File: src/rtl/usb_tx_encoder.sv
// usb_tx_encoder: USB full-speed transmit encoder.
//   Serialises SYNC, PID, payload bytes popped from the TX data buffer,
//   optional CRC16 and EOP. It applies bit stuffing and NRZI, and drives D+/D-.
//   The protocol controller picks the packet type; this block owns line timing.
// Optional feature: define USB_TX_CRC16_EN to append the CRC16 field to data
//   packets. Without it, data packets go straight from payload to EOP.
// Ports:
//   clk, n_rst           clock, asynchronous active-low reset
//   tx_packet[2:0]       0 none, 1 DATA0, 2 DATA1, 3 ACK, 4 NAK, 5 STALL, 6/7 illegal
//   buffer_occupancy[6:0] bytes held in the TX data buffer
//   tx_packet_data[7:0]  popped byte, valid the cycle after the pop strobe
//   get_tx_packet_data   single-cycle pop strobe to the TX data buffer
//   tx_transfer_active   high from accept through the end of EOP
//   tx_error             single-cycle pulse on a rejected request
//   dplus_out, dminus_out USB line drivers
module usb_tx_encoder #(
  parameter int CLKS_PER_BIT = 4,
  parameter int MAX_PAYLOAD  = 64
) (
  input  logic       clk,
  input  logic       n_rst,
  input  logic [2:0] tx_packet,
  input  logic [6:0] buffer_occupancy,
  input  logic [7:0] tx_packet_data,
  output logic       get_tx_packet_data,
  output logic       tx_transfer_active,
  output logic       tx_error,
  output logic       dplus_out,
  output logic       dminus_out
);

  localparam int            CW        = (CLKS_PER_BIT > 1) ? $clog2(CLKS_PER_BIT) : 1;
  localparam logic [CW-1:0] LAST_CLK  = CW'(CLKS_PER_BIT - 1);
  localparam logic [6:0]    MAX_CNT   = 7'(MAX_PAYLOAD);
  localparam logic [15:0]   SYNC_WORD = 16'h0080;

  typedef enum logic [2:0] {
    S_IDLE, S_SYNC, S_PID, S_DATA, S_CRC, S_EOP_SE0, S_EOP_J
  } state_t;

  state_t          r_state, w_next_state;
  logic [CW-1:0]   r_clk_cnt;
  logic [3:0]      r_bit_idx;
  logic [15:0]     r_shift;
  logic [2:0]      r_ones;
  logic            r_stuff;
  logic            r_line;
  logic [6:0]      r_bytes_left;
  logic            r_have_byte;
  logic            r_pop_d;
  logic [7:0]      r_next_byte;
  logic [7:0]      r_pid;
  logic            r_is_data;
  logic            r_error;

  logic            w_accept, w_is_data_req, w_bit_end, w_serial, w_cur_bit;
  logic            w_do_stuff, w_field_last, w_field_done, w_pop, w_next_bit;
  logic [6:0]      w_count;
  logic [15:0]     w_load;

  function automatic logic [7:0] pid_byte(input logic [2:0] code);
    case (code)
      3'd1:    return 8'hC3;
      3'd2:    return 8'h4B;
      3'd3:    return 8'hD2;
      3'd4:    return 8'h5A;
      3'd5:    return 8'h1E;
      default: return 8'h00;
    endcase
  endfunction

`ifdef USB_TX_CRC16_EN
  // Reflected form of poly 0x8005, matching the LSB-first bit order on the wire.
  function automatic logic [15:0] crc16_step(input logic [15:0] c, input logic b);
    return (c >> 1) ^ (((c[0] ^ b) == 1'b1) ? 16'hA001 : 16'h0000);
  endfunction

  logic [15:0] r_crc, w_crc_next;
  assign w_crc_next = (r_state == S_DATA && !r_stuff) ? crc16_step(r_crc, w_cur_bit) : r_crc;
`endif

  assign w_is_data_req = (tx_packet == 3'd1) || (tx_packet == 3'd2);
  assign w_accept      = (r_state == S_IDLE) && (tx_packet >= 3'd1) && (tx_packet <= 3'd5);
  assign w_count       = (buffer_occupancy > MAX_CNT) ? MAX_CNT : buffer_occupancy;
  assign w_bit_end     = (r_clk_cnt == LAST_CLK);
  assign w_serial      = (r_state == S_SYNC) || (r_state == S_PID) ||
                         (r_state == S_DATA) || (r_state == S_CRC);
  // A stuffed bit is always 0; the index keeps pointing at the bit before it.
  assign w_cur_bit     = !r_stuff && r_shift[r_bit_idx];
  assign w_do_stuff    = w_serial && w_cur_bit && (r_ones == 3'd5);
  assign w_field_last  = (r_state == S_CRC) ? (r_bit_idx == 4'd15) : (r_bit_idx == 4'd7);
  assign w_field_done  = w_serial && w_bit_end && !w_do_stuff && w_field_last;
  // Fetch the next byte early in bit 7 so it has arrived by the byte boundary.
  assign w_pop         = ((r_state == S_PID) || (r_state == S_DATA)) && r_is_data &&
                         (r_bytes_left != 7'd0) && (r_bit_idx == 4'd7) && !r_stuff &&
                         (r_clk_cnt == '0);

  always_comb begin
    w_next_state = r_state;
    case (r_state)
      S_IDLE:        if (w_accept) w_next_state = S_SYNC;
      S_SYNC:        if (w_field_done) w_next_state = S_PID;
      S_PID, S_DATA: if (w_field_done) begin
        if (r_have_byte)    w_next_state = S_DATA;
`ifdef USB_TX_CRC16_EN
        else if (r_is_data) w_next_state = S_CRC;
`endif
        else                w_next_state = S_EOP_SE0;
      end
      S_CRC:         if (w_field_done) w_next_state = S_EOP_SE0;
      S_EOP_SE0:     if (w_bit_end && (r_bit_idx == 4'd1)) w_next_state = S_EOP_J;
      S_EOP_J:       if (w_bit_end) w_next_state = S_IDLE;
      default:       w_next_state = S_IDLE;
    endcase
  end

  // Contents of the next field, loaded into the shift register at a field boundary.
  always_comb begin
    w_load = 16'h0000;
    case (w_next_state)
      S_PID:   w_load = {8'h00, r_pid};
      S_DATA:  w_load = {8'h00, r_next_byte};
`ifdef USB_TX_CRC16_EN
      S_CRC:   w_load = ~w_crc_next;
`endif
      default: w_load = 16'h0000;
    endcase
  end

  assign w_next_bit = w_do_stuff ? 1'b0 :
                      (w_field_last ? w_load[0] : r_shift[r_bit_idx + 4'd1]);

  always_ff @(posedge clk or negedge n_rst) begin
    if (!n_rst) r_state <= S_IDLE;
    else        r_state <= w_next_state;
  end

  // ---- bit timing, stuffing and NRZI line state ----
  always_ff @(posedge clk or negedge n_rst) begin
    if (!n_rst) begin
      r_clk_cnt    <= '0;
      r_bit_idx    <= 4'd0;
      r_ones       <= 3'd0;
      r_stuff      <= 1'b0;
      r_line       <= 1'b1;
      r_bytes_left <= 7'd0;
      r_have_byte  <= 1'b0;
      r_pop_d      <= 1'b0;
      r_pid        <= 8'h00;
      r_is_data    <= 1'b0;
      r_error      <= 1'b0;
    end else begin
      r_error <= (r_state == S_IDLE) && (tx_packet[2:1] == 2'b11);
      r_pop_d <= w_pop;
      if (r_state == S_IDLE) begin
        r_clk_cnt <= '0;
        if (w_accept) begin
          r_bit_idx    <= 4'd0;
          r_ones       <= 3'd0;
          r_stuff      <= 1'b0;
          r_pid        <= pid_byte(tx_packet);
          r_is_data    <= w_is_data_req;
          r_bytes_left <= w_is_data_req ? w_count : 7'd0;
          r_have_byte  <= 1'b0;
          r_line       <= 1'b0;  // SYNC bit 0 is a 0, so the first bit time is K
        end
      end else begin
        r_clk_cnt <= w_bit_end ? '0 : r_clk_cnt + 1'b1;
        if (w_bit_end && w_serial) begin
          r_ones  <= w_cur_bit ? r_ones + 3'd1 : 3'd0;
          r_stuff <= w_do_stuff;
          if (!w_next_bit) r_line <= ~r_line;
          if (!w_do_stuff) begin
            if (w_field_last) begin
              r_bit_idx   <= 4'd0;
              r_have_byte <= 1'b0;
            end else begin
              r_bit_idx <= r_bit_idx + 4'd1;
            end
          end
          // NRZI restarts from J so the EOP tail and the next packet begin from idle.
          if (w_next_state == S_EOP_SE0) r_line <= 1'b1;
        end else if (w_bit_end) begin
          r_bit_idx <= ((r_state == S_EOP_SE0) && (r_bit_idx == 4'd0)) ? 4'd1 : 4'd0;
        end
        if (w_pop) begin
          r_bytes_left <= r_bytes_left - 7'd1;
          r_have_byte  <= 1'b1;
        end
      end
    end
  end

  // ---- data path: shift register, popped byte, CRC ----
  always_ff @(posedge clk) begin
    if (r_pop_d) r_next_byte <= tx_packet_data;
    if (r_state == S_IDLE)  r_shift <= SYNC_WORD;
    else if (w_field_done)  r_shift <= w_load;
`ifdef USB_TX_CRC16_EN
    if (w_accept)       r_crc <= 16'hFFFF;
    else if (w_bit_end) r_crc <= w_crc_next;
`endif
  end

  assign get_tx_packet_data = w_pop;
  assign tx_transfer_active = (r_state != S_IDLE);
  assign tx_error           = r_error;
  assign dplus_out          = (r_state == S_EOP_SE0) ? 1'b0 : r_line;
  assign dminus_out         = (r_state == S_EOP_SE0) ? 1'b0 : ~r_line;

endmodule
File: config.mk
export PLATFORM = sky130hd
export DESIGN_NAME = usb_tx_encoder
export DESIGN_NICKNAME = d
export VERILOG_FILES = /design/src/rtl/usb_tx_encoder.sv
export SDC_FILE = /design/constraint.sdc
export NUM_CORES = 1
export LEC_CHECK = 0
export ABC_AREA = 1
export BUFFER_PORTS_ARGS = -buffer_cell sky130_fd_sc_hd__buf_2
export CAP_MARGIN = 30
export CORE_UTILIZATION = 59
export CTS_CLUSTER_SIZE = 16
export DETAILED_ROUTE_END_ITERATION = 10
export GPL_ROUTABILITY_DRIVEN = 1
export GPL_TIMING_DRIVEN = 0
export PLACE_DENSITY = 0.77
export REMOVE_ABC_BUFFERS = 1
export SLEW_MARGIN = 20
export SYNTH_ARGS = -nofsm -noshare
export SYNTH_HDL_FRONTEND = slang
export SYNTH_SLANG_ARGS = --single-unit
File: constraint.sdc
create_clock -name clk -period 2.4 [get_ports clk]
set_clock_uncertainty 0.2 [all_clocks]
set_input_delay 0.36 -clock clk [delete_from_list [all_inputs] [get_ports clk]]
set_output_delay 0.36 -clock clk [all_outputs]
set_load 0.005 [all_outputs]
==> flow_summary.html, run 1 <==
<table>
<tr><th>Metric</th><th>Value</th></tr>
<tr><th colspan="2">Placement</th></tr>
<tr><td>Number of port buffers</td><td>24</td></tr>
<tr><td>RePlAce Congestion</td><td>0.868</td></tr>
<tr><td>Worst slack, placed</td><td>-535 ps</td></tr>
<tr><td>Sum of net half-perimeters after detailed placement</td><td>4.25 mm</td></tr>
<tr><td>Dpl cell area</td><td>0.00291 sq mm</td></tr>
<tr><th colspan="2">Cells and area</th></tr>
<tr><td>Leading cell type in the layout, fill and taps excluded</td><td>sky130_fd_sc_hd__inv_1</td></tr>
<tr><td>Commonest cells after routing, fill and taps aside</td><td>59 x sky130_fd_sc_hd__inv_1, 57 x sky130_fd_sc_hd__nand2_1, 28 x sky130_fd_sc_hd__dfrtp_1, 26 x sky130_fd_sc_hd__o21ai_0, 24 x sky130_fd_sc_hd__buf_2</td></tr>
<tr><td>Final antenna diode count</td><td>0</td></tr>
<tr><td>Fraction of layout instances using a drive strength above 1</td><td>24.3%</td></tr>
<tr><td>Post-layout nets</td><td>415</td></tr>
<tr><td>Relative area change from synthesis to final layout</td><td>16.6%</td></tr>
<tr><td>Final standard cell area without fillers</td><td>0.00321 sq mm</td></tr>
<tr><td>Core utilization of the finished layout</td><td>72.7%</td></tr>
<tr><th colspan="2">Floorplan</th></tr>
<tr><td>Die outline width</td><td>70.3 um</td></tr>
<tr><td>Floorplan row count</td><td>24</td></tr>
<tr><td>Core ar.</td><td>0.00441 sq mm</td></tr>
<tr><td>Floorplan die area</td><td>0.00494 sq mm</td></tr>
<tr><td>Die Ht</td><td>70.3 um</td></tr>
<tr><td>IO Count</td><td>25</td></tr>
<tr><td>Initial Utilization</td><td>62.4%</td></tr>
<tr><th colspan="2">Timing</th></tr>
<tr><td>Fin crit share</td><td>95.3%</td></tr>
<tr><td>Final setup violating endpoints</td><td>0</td></tr>
<tr><td>Final Worst Setup Slack</td><td>112 ps</td></tr>
<tr><td>Timing-limited maximum frequency</td><td>0.437 GHz</td></tr>
<tr><td>Final number of hold-violating endpoints</td><td>0</td></tr>
<tr><td>Worst Tran Pin Value</td><td>693 ps</td></tr>
<tr><td>Number of max-slew violations in the final report</td><td>0</td></tr>
<tr><td>Shortest period the worst path allows</td><td>2290 ps</td></tr>
<tr><td>Sum of negative setup slack</td><td>0 ps</td></tr>
<tr><td>Worst slew slack as a fraction of its limit</td><td>53.8%</td></tr>
<tr><th colspan="2">Power</th></tr>
<tr><td>PnR Total Power</td><td>1.35 mW</td></tr>
<tr><td>Worst IR Drop VDD</td><td>0.389 mV</td></tr>
<tr><td>PD cells</td><td>421 mW/mm^2</td></tr>
<tr><td>Leak</td><td>1.60 nW</td></tr>
<tr><th colspan="2">Yosys</th></tr>
<tr><td>Fraction of the yosys area taken by sequential cells</td><td>43.7%</td></tr>
<tr><td>Per-instance average area after synthesis</td><td>8.07 sq um</td></tr>
<tr><td>Count of unique library cells instantiated by Yosys</td><td>44</td></tr>
<tr><td>Proportion of register bits with asynchronous set or reset after synthesis</td><td>66.7%</td></tr>
<tr><td>Number of enable flip-flop cells after synthesis</td><td>8</td></tr>
<tr><td>Cells after Synth</td><td>341</td></tr>
<tr><td>Count of yosys warnings during synthesis</td><td>0</td></tr>
<tr><td>Combined area of all synthesized cells</td><td>0.00275 sq mm</td></tr>
<tr><td>Most instantiated flip-flop cell in the synthesis netlist</td><td>sky130_fd_sc_hd__dfrtp_1</td></tr>
<tr><td>Flop and latch count out of synthesis</td><td>48</td></tr>
<tr><th colspan="2">Status</th></tr>
<tr><td>Result of the run</td><td>complete, no violations</td></tr>
<tr><th colspan="2">Global routing</th></tr>
<tr><td>Congestion Overflow GR</td><td>0</td></tr>
<tr><td>Global-route wire length before repair</td><td>10.2 mm</td></tr>
<tr><td>Antenna violations before repair</td><td>0</td></tr>
<tr><td>Pin count of the biggest net entering global routing</td><td>33</td></tr>
<tr><td>Via count of the first global-routing pass</td><td>2270</td></tr>
<tr><td>Total global routing track utilization</td><td>26.5%</td></tr>
<tr><th colspan="2">Worst setup path</th></tr>
<tr><td>Nature of the critical path startpoint</td><td>flop</td></tr>
<tr><td>Largest fanout of any net on the critical path</td><td>6</td></tr>
<tr><td>Worst Setup End Kind</td><td>flop</td></tr>
<tr><td>Startpoint-to-endpoint class of the critical path</td><td>flop to flop</td></tr>
<tr><td>Critical Path RT</td><td>2460 ps</td></tr>
<tr><td>Arr. time, crit path</td><td>2350 ps</td></tr>
<tr><th colspan="2">Routing</th></tr>
<tr><td>Via count of the routed design</td><td>2442</td></tr>
<tr><td>Routed WL per cell</td><td>14.3 um</td></tr>
<tr><td>Final wirelength</td><td>6.28 mm</td></tr>
<tr><td>Iter 0 DRT Violations</td><td>173</td></tr>
<tr><td>Avg Vias per Cell</td><td>5.56</td></tr>
<tr><td>Drt pass-1 iters</td><td>4</td></tr>
<tr><td>Number of DRC violations after detailed routing</td><td>0</td></tr>
<tr><td>Routed Antenna Nets</td><td>0</td></tr>
<tr><th colspan="2">Run</th></tr>
<tr><td>Number of max-cap violations</td><td>0</td></tr>
<tr><th colspan="2">Clocking</th></tr>
<tr><td>Clock Pin Slew Worst Setup and Hold Paths</td><td>90 ps</td></tr>
<tr><td>Number of CTS-inserted buffers</td><td>5</td></tr>
<tr><td>CTS Root Buffer Type</td><td>sky130_fd_sc_hd__clkbuf_8</td></tr>
<tr><td>Buffer depth of the longest clock path</td><td>2</td></tr>
<tr><td>TritonCTS clock tree</td><td>yes</td></tr>
<tr><td>Clock latency on the worst-skew pair</td><td>300 ps</td></tr>
<tr><td>Clock sink count</td><td>48</td></tr>
<tr><td>Number of levels in the clock H-tree</td><td>2</td></tr>
<tr><th colspan="2">Min path</th></tr>
<tr><td>Worst min-delay path category</td><td>input pin to flop</td></tr>
</table>
## final timing paths
check / startpoint / depth (start not counted) / slack, ps / endpoint
worst max-delay path: r_bit_idx[0] / 14 / 110 / r_shift[0]
worst min-delay path: tx_packet_data[4] / 1 / 20 / r_next_byte[4]
worst max register to register: r_bit_idx[0] / 14 / 110 / r_shift[0]
worst min register to register: r_pid[1] / 2 / 270 / r_pid[1]
max in group asynchronous: n_rst / 2 / 1080 / r_state[1]
min in group asynchronous: n_rst / 2 / 430 / r_ones[2]
## synth_stat cells (5+ instances only)
master | count | share of area (%)
sky130_fd_sc_hd__nand2_2 | 6 | 1.4
sky130_fd_sc_hd__nand3_1 | 20 | 3.6
sky130_fd_sc_hd__ha_1 | 9 | 4.1
sky130_fd_sc_hd__nand4_1 | 5 | 1.1
sky130_fd_sc_hd__nand2_1 | 60 | 8.2
sky130_fd_sc_hd__o22ai_1 | 6 | 1.4
sky130_fd_sc_hd__inv_2 | 5 | 0.68
sky130_fd_sc_hd__a21oi_1 | 18 | 3.3
sky130_fd_sc_hd__o21ai_0 | 26 | 4.7
sky130_fd_sc_hd__nor3_1 | 5 | 0.91
sky130_fd_sc_hd__dfrtp_1 | 31 | 28
sky130_fd_sc_hd__nor2_1 | 23 | 3.1
sky130_fd_sc_hd__inv_1 | 60 | 8.2
sky130_fd_sc_hd__dfxtp_1 | 8 | 5.8
sky130_fd_sc_hd__edfxtp_1 | 8 | 8.7
sky130_fd_sc_hd__o21ai_1 | 11 | 2.0
## metrics by stage
stage	hold WS (ps)	instances
2_1_floorplan	-136	335
3_3_place_gp	235	411
3_5_place_dp	246	411
4_1_cts	15.3	424
5_1_grt	5.50	439
6_report	22.3	439
## report_power, final
| group | internal (mW) | switching [mW] | total, mW |
|---|---|---|---|
| clock | 0.207 | 0.283 | 0.489 |
| sequential | 0.825 | 0 | 0.825 |
| combinational | 0.0143 | 0.0218 | 0.0361 |
## critical path, cell delays in order (launching register included)
cell and delay, ps:
sky130_fd_sc_hd__dfrtp_2 450, sky130_fd_sc_hd__ha_1 200, sky130_fd_sc_hd__nand2_1 90, sky130_fd_sc_hd__inv_1 130
sky130_fd_sc_hd__nand3_4 120, sky130_fd_sc_hd__nor2_8 170, sky130_fd_sc_hd__nand2_8 80, sky130_fd_sc_hd__nand2_4 70
sky130_fd_sc_hd__nand2_1 60, sky130_fd_sc_hd__nor2_2 150, sky130_fd_sc_hd__nand4_1 150, sky130_fd_sc_hd__buf_4 170
sky130_fd_sc_hd__nand3_1 50, sky130_fd_sc_hd__o211ai_1 80, sky130_fd_sc_hd__inv_1 70
## sequential cells by signal, summed over array words and instances, names as in the netlist
| register | flops |
|---|---|
| r_next_byte | 8 |
| r_shift | 8 |
| r_bytes_left | 7 |
| r_pid | 7 |
| r_bit_idx | 4 |
| r_ones | 3 |
| r_state | 3 |
| r_clk_cnt | 2 |
| r_have_byte | 1 |
| r_is_data | 1 |
| r_line | 1 |
| r_pop_d | 1 |
| r_stuff | 1 |
| tx_error | 1 |
## metal layers
layer	share of wire [%]	vias to the layer above	track usage (%)
met5	0	-	0
met4	1.9	0	12.0
met3	4.4	12	4.91
met2	49	72	43.9
met1	45	1155	33.5
li1	-	1203	-
## cell families (layout without fill, tap and decap cells)
group | count (synthesis) | count (layout) | share of synthesized area (%)
fa+ha+maj | 9 | 9 | 4.09
compound gates | 72 | 72 | 15.0
flops | 48 | 48 | 43.7
xor+xnor | 4 | 4 | 1.27
buf+inv | 72 | 117 | 10.3
simple gates | 136 | 137 | 25.6
## cell type report
cell class	instances	area, sq um
Fill cell	334	1200
Multi-Input combinational cell	222	1320
Timing Repair Buffer	43	265
Sequential cell	48	1210
Tap cell	52	65.1
Clock inverter	3	23.8
Inverter	66	256
Clock buffer	5	68.8
## repair_timing
action,in CTS,in global routing
pin swaps,1,11
buffers inserted,3,15
setup endpoints to repair,28,25
hold endpoints to repair,31,0
cloned,1,0
hold buffers,1,0
gates resized for setup,3,19
Power figures use the tool's default switching activity.
==> inputs of run 2 (changes only) <==
- CORE_UTILIZATION: 59 -> 61
- CTS_BUF_LIST: default -> sky130_fd_sc_hd__clkbuf_8
- PLACE_DENSITY: 0.77 -> 0.82
==> run 2 against run 1 <==
Compared with the run above: register-to-register slack about the same; first-iteration DRC count decreased by 17%; clock power decreased by 2%; combinational power increased by 1%; flip-flop and latch count unchanged; total power decreased by 0.78%; cell area decreased by 2.0%; global-route usage decreased by 1.5 points; setup slack improved by 13 ps; sequential power about the same; routed wire length decreased by 8.9%.
==> flow_summary.html, run 2 (synthesis gave the netlist of run 1 again) <==
<table>
<tr><th>Metric</th><th>Value</th></tr>
<tr><th colspan="2">Worst setup path</th></tr>
<tr><td>Worst Setup End Kind</td><td>flop (unchanged)</td></tr>
<tr><td>Worst-path cell chain</td><td>buf_4, nand2_1, nand3_1, nand3_2, nand4_4, nand2_8, nand2_2, nand2_2, nand3_4, nand2_1, and3_1, nand2_1, nand2_1, nand2_1, nand2_1 (was ha_1, nand2_1, inv_1, nand3_4, nor2_8, nand2_8, nand2_4, nand2_1, nor2_2, nand4_1, buf_4, nand3_1, o211ai_1, inv_1)</td></tr>
<tr><td>Buffers &amp; Inverters on Critical Path</td><td>1 (was 3)</td></tr>
<tr><td>Setup crit start</td><td>r_bit_idx[0] (unchanged)</td></tr>
<tr><td>FF-to-FF path depth</td><td>15 (was 14)</td></tr>
<tr><td>Cell repeated most along the worst path</td><td>sky130_fd_sc_hd__nand2_1</td></tr>
<tr><td>Critical Path RT</td><td>2450 ps (was 2460 ps)</td></tr>
<tr><td>Stage delay of the slowest cell on the critical path</td><td>500 ps (was 450 ps)</td></tr>
<tr><td>Startpoint-to-endpoint class of the critical path</td><td>flop to flop (unchanged)</td></tr>
<tr><td>Gate family responsible for the most delay along the worst path</td><td>simple AND/OR/NAND/NOR gates (unchanged)</td></tr>
<tr><td>Cell type of the slowest stage on the worst timing path</td><td>sky130_fd_sc_hd__dfrtp_2 (unchanged)</td></tr>
<tr><td>Arr. time, crit path</td><td>2320 ps (was 2350 ps)</td></tr>
<tr><td>Startpoint of the lowest-slack register-to-register path</td><td>r_bit_idx[0] (unchanged)</td></tr>
<tr><td>RR Endpoint</td><td>r_line (was r_shift[0])</td></tr>
<tr><td>Internal reg-to-reg setup slack</td><td>130 ps (was 110 ps)</td></tr>
<tr><td>Largest fanout of any net on the critical path</td><td>14 (was 6)</td></tr>
<tr><td>Nature of the critical path startpoint</td><td>flop (unchanged)</td></tr>
<tr><th colspan="2">Cells and area</th></tr>
<tr><td>Core utilization of the finished layout</td><td>72.2% (was 72.7%)</td></tr>
<tr><td>Final non-filler cell total</td><td>431 (was 439)</td></tr>
<tr><td>Fill cells</td><td>343 (was 334)</td></tr>
<tr><td>Registers with the most flip-flops</td><td>r_next_byte x8, r_shift x8 (unchanged)</td></tr>
<tr><td>Post-layout nets</td><td>407 (was 415)</td></tr>
<tr><td>Seq. cell area</td><td>0.00121 sq mm (about the same)</td></tr>
<tr><td>Multi-input combinational cell area</td><td>0.00133 sq mm (was 0.00132 sq mm)</td></tr>
<tr><td>Leading cell type in the layout, fill and taps excluded</td><td>sky130_fd_sc_hd__nand2_1 (was sky130_fd_sc_hd__inv_1)</td></tr>
<tr><td>Commonest cells after routing, fill and taps aside</td><td>59 x sky130_fd_sc_hd__nand2_1, 58 x sky130_fd_sc_hd__inv_1, 27 x sky130_fd_sc_hd__dfrtp_1, 26 x sky130_fd_sc_hd__o21ai_0, 24 x sky130_fd_sc_hd__buf_2 (was 59 x sky130_fd_sc_hd__inv_1, 57 x sky130_fd_sc_hd__nand2_1, 28 x sky130_fd_sc_hd__dfrtp_1, 26 x sky130_fd_sc_hd__o21ai_0, 24 x sky130_fd_sc_hd__buf_2)</td></tr>
<tr><td>Final antenna diode count</td><td>0 (unchanged)</td></tr>
<tr><td>Relative area change from synthesis to final layout</td><td>14.2% (was 16.6%)</td></tr>
<tr><td>Fraction of layout instances using a drive strength above 1</td><td>21.9% (was 24.3%)</td></tr>
<tr><th colspan="2">Global routing</th></tr>
<tr><td>Total global routing track utilization</td><td>25.0% (was 26.5%)</td></tr>
<tr><td>Antenna violations before repair</td><td>0 (unchanged)</td></tr>
<tr><td>Global-route wire length before repair</td><td>9.67 mm (was 10.2 mm)</td></tr>
<tr><td>Via count of the first global-routing pass</td><td>2111 (was 2270)</td></tr>
<tr><td>Congestion Overflow GR</td><td>0 (unchanged)</td></tr>
<tr><td>Pin count of the biggest net entering global routing</td><td>33 (unchanged)</td></tr>
<tr><th colspan="2">Timing</th></tr>
<tr><td>Shortest period the worst path allows</td><td>2270 ps (was 2290 ps)</td></tr>
<tr><td>Number of max-slew violations in the final report</td><td>0 (unchanged)</td></tr>
<tr><td>Worst slew slack as a fraction of its limit</td><td>53.0% (was 53.8%)</td></tr>
<tr><td>Hold Worst Slack</td><td>23.6 ps (was 22.3 ps)</td></tr>
<tr><td>Sum of negative setup slack</td><td>0 ps (unchanged)</td></tr>
<tr><td>Fin crit share</td><td>94.8% (was 95.3%)</td></tr>
<tr><td>Worst Tran Pin Value</td><td>706 ps (was 693 ps)</td></tr>
<tr><td>Final number of hold-violating endpoints</td><td>0 (unchanged)</td></tr>
<tr><td>Timing-limited maximum frequency</td><td>0.440 GHz (was 0.437 GHz)</td></tr>
<tr><td>Final setup violating endpoints</td><td>0 (unchanged)</td></tr>
<tr><th colspan="2">Clocking</th></tr>
<tr><td>Clock Pin Slew Worst Setup and Hold Paths</td><td>90 ps (about the same)</td></tr>
<tr><td>TritonCTS clock tree</td><td>yes (unchanged)</td></tr>
<tr><td>CTS Root Buffer Type</td><td>sky130_fd_sc_hd__clkbuf_8 (unchanged)</td></tr>
<tr><td>Clock sink count</td><td>48 (unchanged)</td></tr>
<tr><td>Buffer depth of the longest clock path</td><td>2 (unchanged)</td></tr>
<tr><td>Clock latency on the worst-skew pair</td><td>300 ps (about the same)</td></tr>
<tr><td>Number of levels in the clock H-tree</td><td>2 (unchanged)</td></tr>
<tr><td>Number of CTS-inserted buffers</td><td>5 (unchanged)</td></tr>
<tr><th colspan="2">Min path</th></tr>
<tr><td>Count of cells along the worst hold path</td><td>1 (unchanged)</td></tr>
<tr><td>Endpoint, Worst Hold</td><td>r_next_byte[5] (was r_next_byte[4])</td></tr>
<tr><td>Startpoint of the tightest hold check path</td><td>tx_packet_data[5] (was tx_packet_data[4])</td></tr>
<tr><td>Worst min-delay path category</td><td>input pin to flop (unchanged)</td></tr>
<tr><th colspan="2">Floorplan</th></tr>
<tr><td>Die Ht</td><td>69.2 um (was 70.3 um)</td></tr>
<tr><td>IO Count</td><td>25 (unchanged)</td></tr>
<tr><td>Floorplan row count</td><td>24 (unchanged)</td></tr>
<tr><td>Initial Utilization</td><td>63.2% (was 62.4%)</td></tr>
<tr><td>Floorplan die area</td><td>0.00479 sq mm (was 0.00494 sq mm)</td></tr>
<tr><td>Die outline width</td><td>69.2 um (was 70.3 um)</td></tr>
<tr><td>Core ar.</td><td>0.00435 sq mm (was 0.00441 sq mm)</td></tr>
<tr><th colspan="2">Routing</th></tr>
<tr><td>Drt pass-1 iters</td><td>4 (unchanged)</td></tr>
<tr><td>Final wirelength</td><td>5.72 mm (was 6.28 mm)</td></tr>
<tr><td>Avg Vias per Cell</td><td>5.46 (was 5.56)</td></tr>
<tr><td>Routed Antenna Nets</td><td>0 (unchanged)</td></tr>
<tr><td>Number of DRC violations after detailed routing</td><td>0 (unchanged)</td></tr>
<tr><td>Routed WL per cell</td><td>13.3 um (was 14.3 um)</td></tr>
<tr><td>Via count of the routed design</td><td>2354 (was 2442)</td></tr>
<tr><td>Iter 0 DRT Violations</td><td>143 (was 173)</td></tr>
<tr><th colspan="2">Status</th></tr>
<tr><td>Result of the run</td><td>complete, no violations (unchanged)</td></tr>
<tr><th colspan="2">Placement</th></tr>
<tr><td>Cell count after placement</td><td>411 (unchanged)</td></tr>
<tr><td>Sum of net half-perimeters after detailed placement</td><td>4.20 mm (was 4.25 mm)</td></tr>
<tr><td>RePlAce Congestion</td><td>0.881 (was 0.868)</td></tr>
<tr><td>Number of port buffers</td><td>24 (unchanged)</td></tr>
<tr><th colspan="2">Power</th></tr>
<tr><td>PD cells</td><td>426 mW/mm^2 (was 421 mW/mm^2)</td></tr>
<tr><td>Leak</td><td>1.56 nW (was 1.60 nW)</td></tr>
<tr><td>Worst IR Drop VDD</td><td>0.351 mV (was 0.389 mV)</td></tr>
<tr><td>PnR Total Power</td><td>1.34 mW (was 1.35 mW)</td></tr>
<tr><th colspan="2">Run</th></tr>
<tr><td>Number of max-cap violations</td><td>0 (unchanged)</td></tr>
</table>
==> run 2: cell types whose count changed in the layout (fill, tap and decap cells not counted), moves of 2 or more <==
cell,before,now
sky130_fd_sc_hd__clkinvlp_4,2,0
sky130_fd_sc_hd__ha_1,9,7
sky130_fd_sc_hd__nor2_2,4,2
sky130_fd_sc_hd__buf_4,18,10
sky130_fd_sc_hd__inv_4,3,1
sky130_fd_sc_hd__nand2_1,57,59
sky130_fd_sc_hd__ha_4,0,2
sky130_fd_sc_hd__inv_2,3,6
==> run 2: how the worst max path moves through the flow <==
| stage | endpoint | cells past startpoint |
|---|---|---|
| finish | r_line | 15 |
| global route | r_line | 15 |
| CTS | r_bit_idx[0] | 11 |
| detailed placement | r_ones[2] | 8 |
| global placement | r_stuff | 8 |
| floorplan | r_ones[0] | 8 |
==> run 2: what timing repair did <==
item,CTS,global route
cloned,1,0
resized for setup,3,14
hold endpoints to repair,31,0
buffers inserted,0,10
hold buffers,1,0
pin swaps,1,4
endpoints found under the setup margin,26,19
==> run 2: power breakdown <==
part | internal (mW) | switching (mW) | leakage [nW]
registers | 0.825 | 0 | 0.485
logic | 0.0144 | 0.0221 | 1.03
clock network | 0.204 | 0.275 | 0.0460
total | 1.04 | 0.297 | 1.56
==> run 2: area by class of cell <==
type                       count  area share (%)
clock inverter                 3           0.557
timing repair buffer          35            6.53
sequential                    48            38.4
inverter                      66            8.00
multi-input combinational    222            42.3
clock buffer                   5            2.19
tap                           52            2.07
==> run 2: stage by stage <==
stage	area, sq um	setup WS [ps]
floorplan	2720	-155
global placement	2900	-1020
detailed placement	2910	-483
CTS	3020	-37.7
global route	3140	-18.6
finish	3140	125
==> run 2: metal layers <==
| metal | share of wire, % | track usage (%) | vias to the layer above |
|---|---|---|---|
| met2 | 48 | 40.9 | 53 |
| met3 | 3.3 | 3.49 | 8 |
| met4 | 1.5 | 6.80 | 0 |
| met1 | 47 | 35.1 | 1100 |
| met5 | 0 | 0 | - |
| li1 | - | - | 1193 |
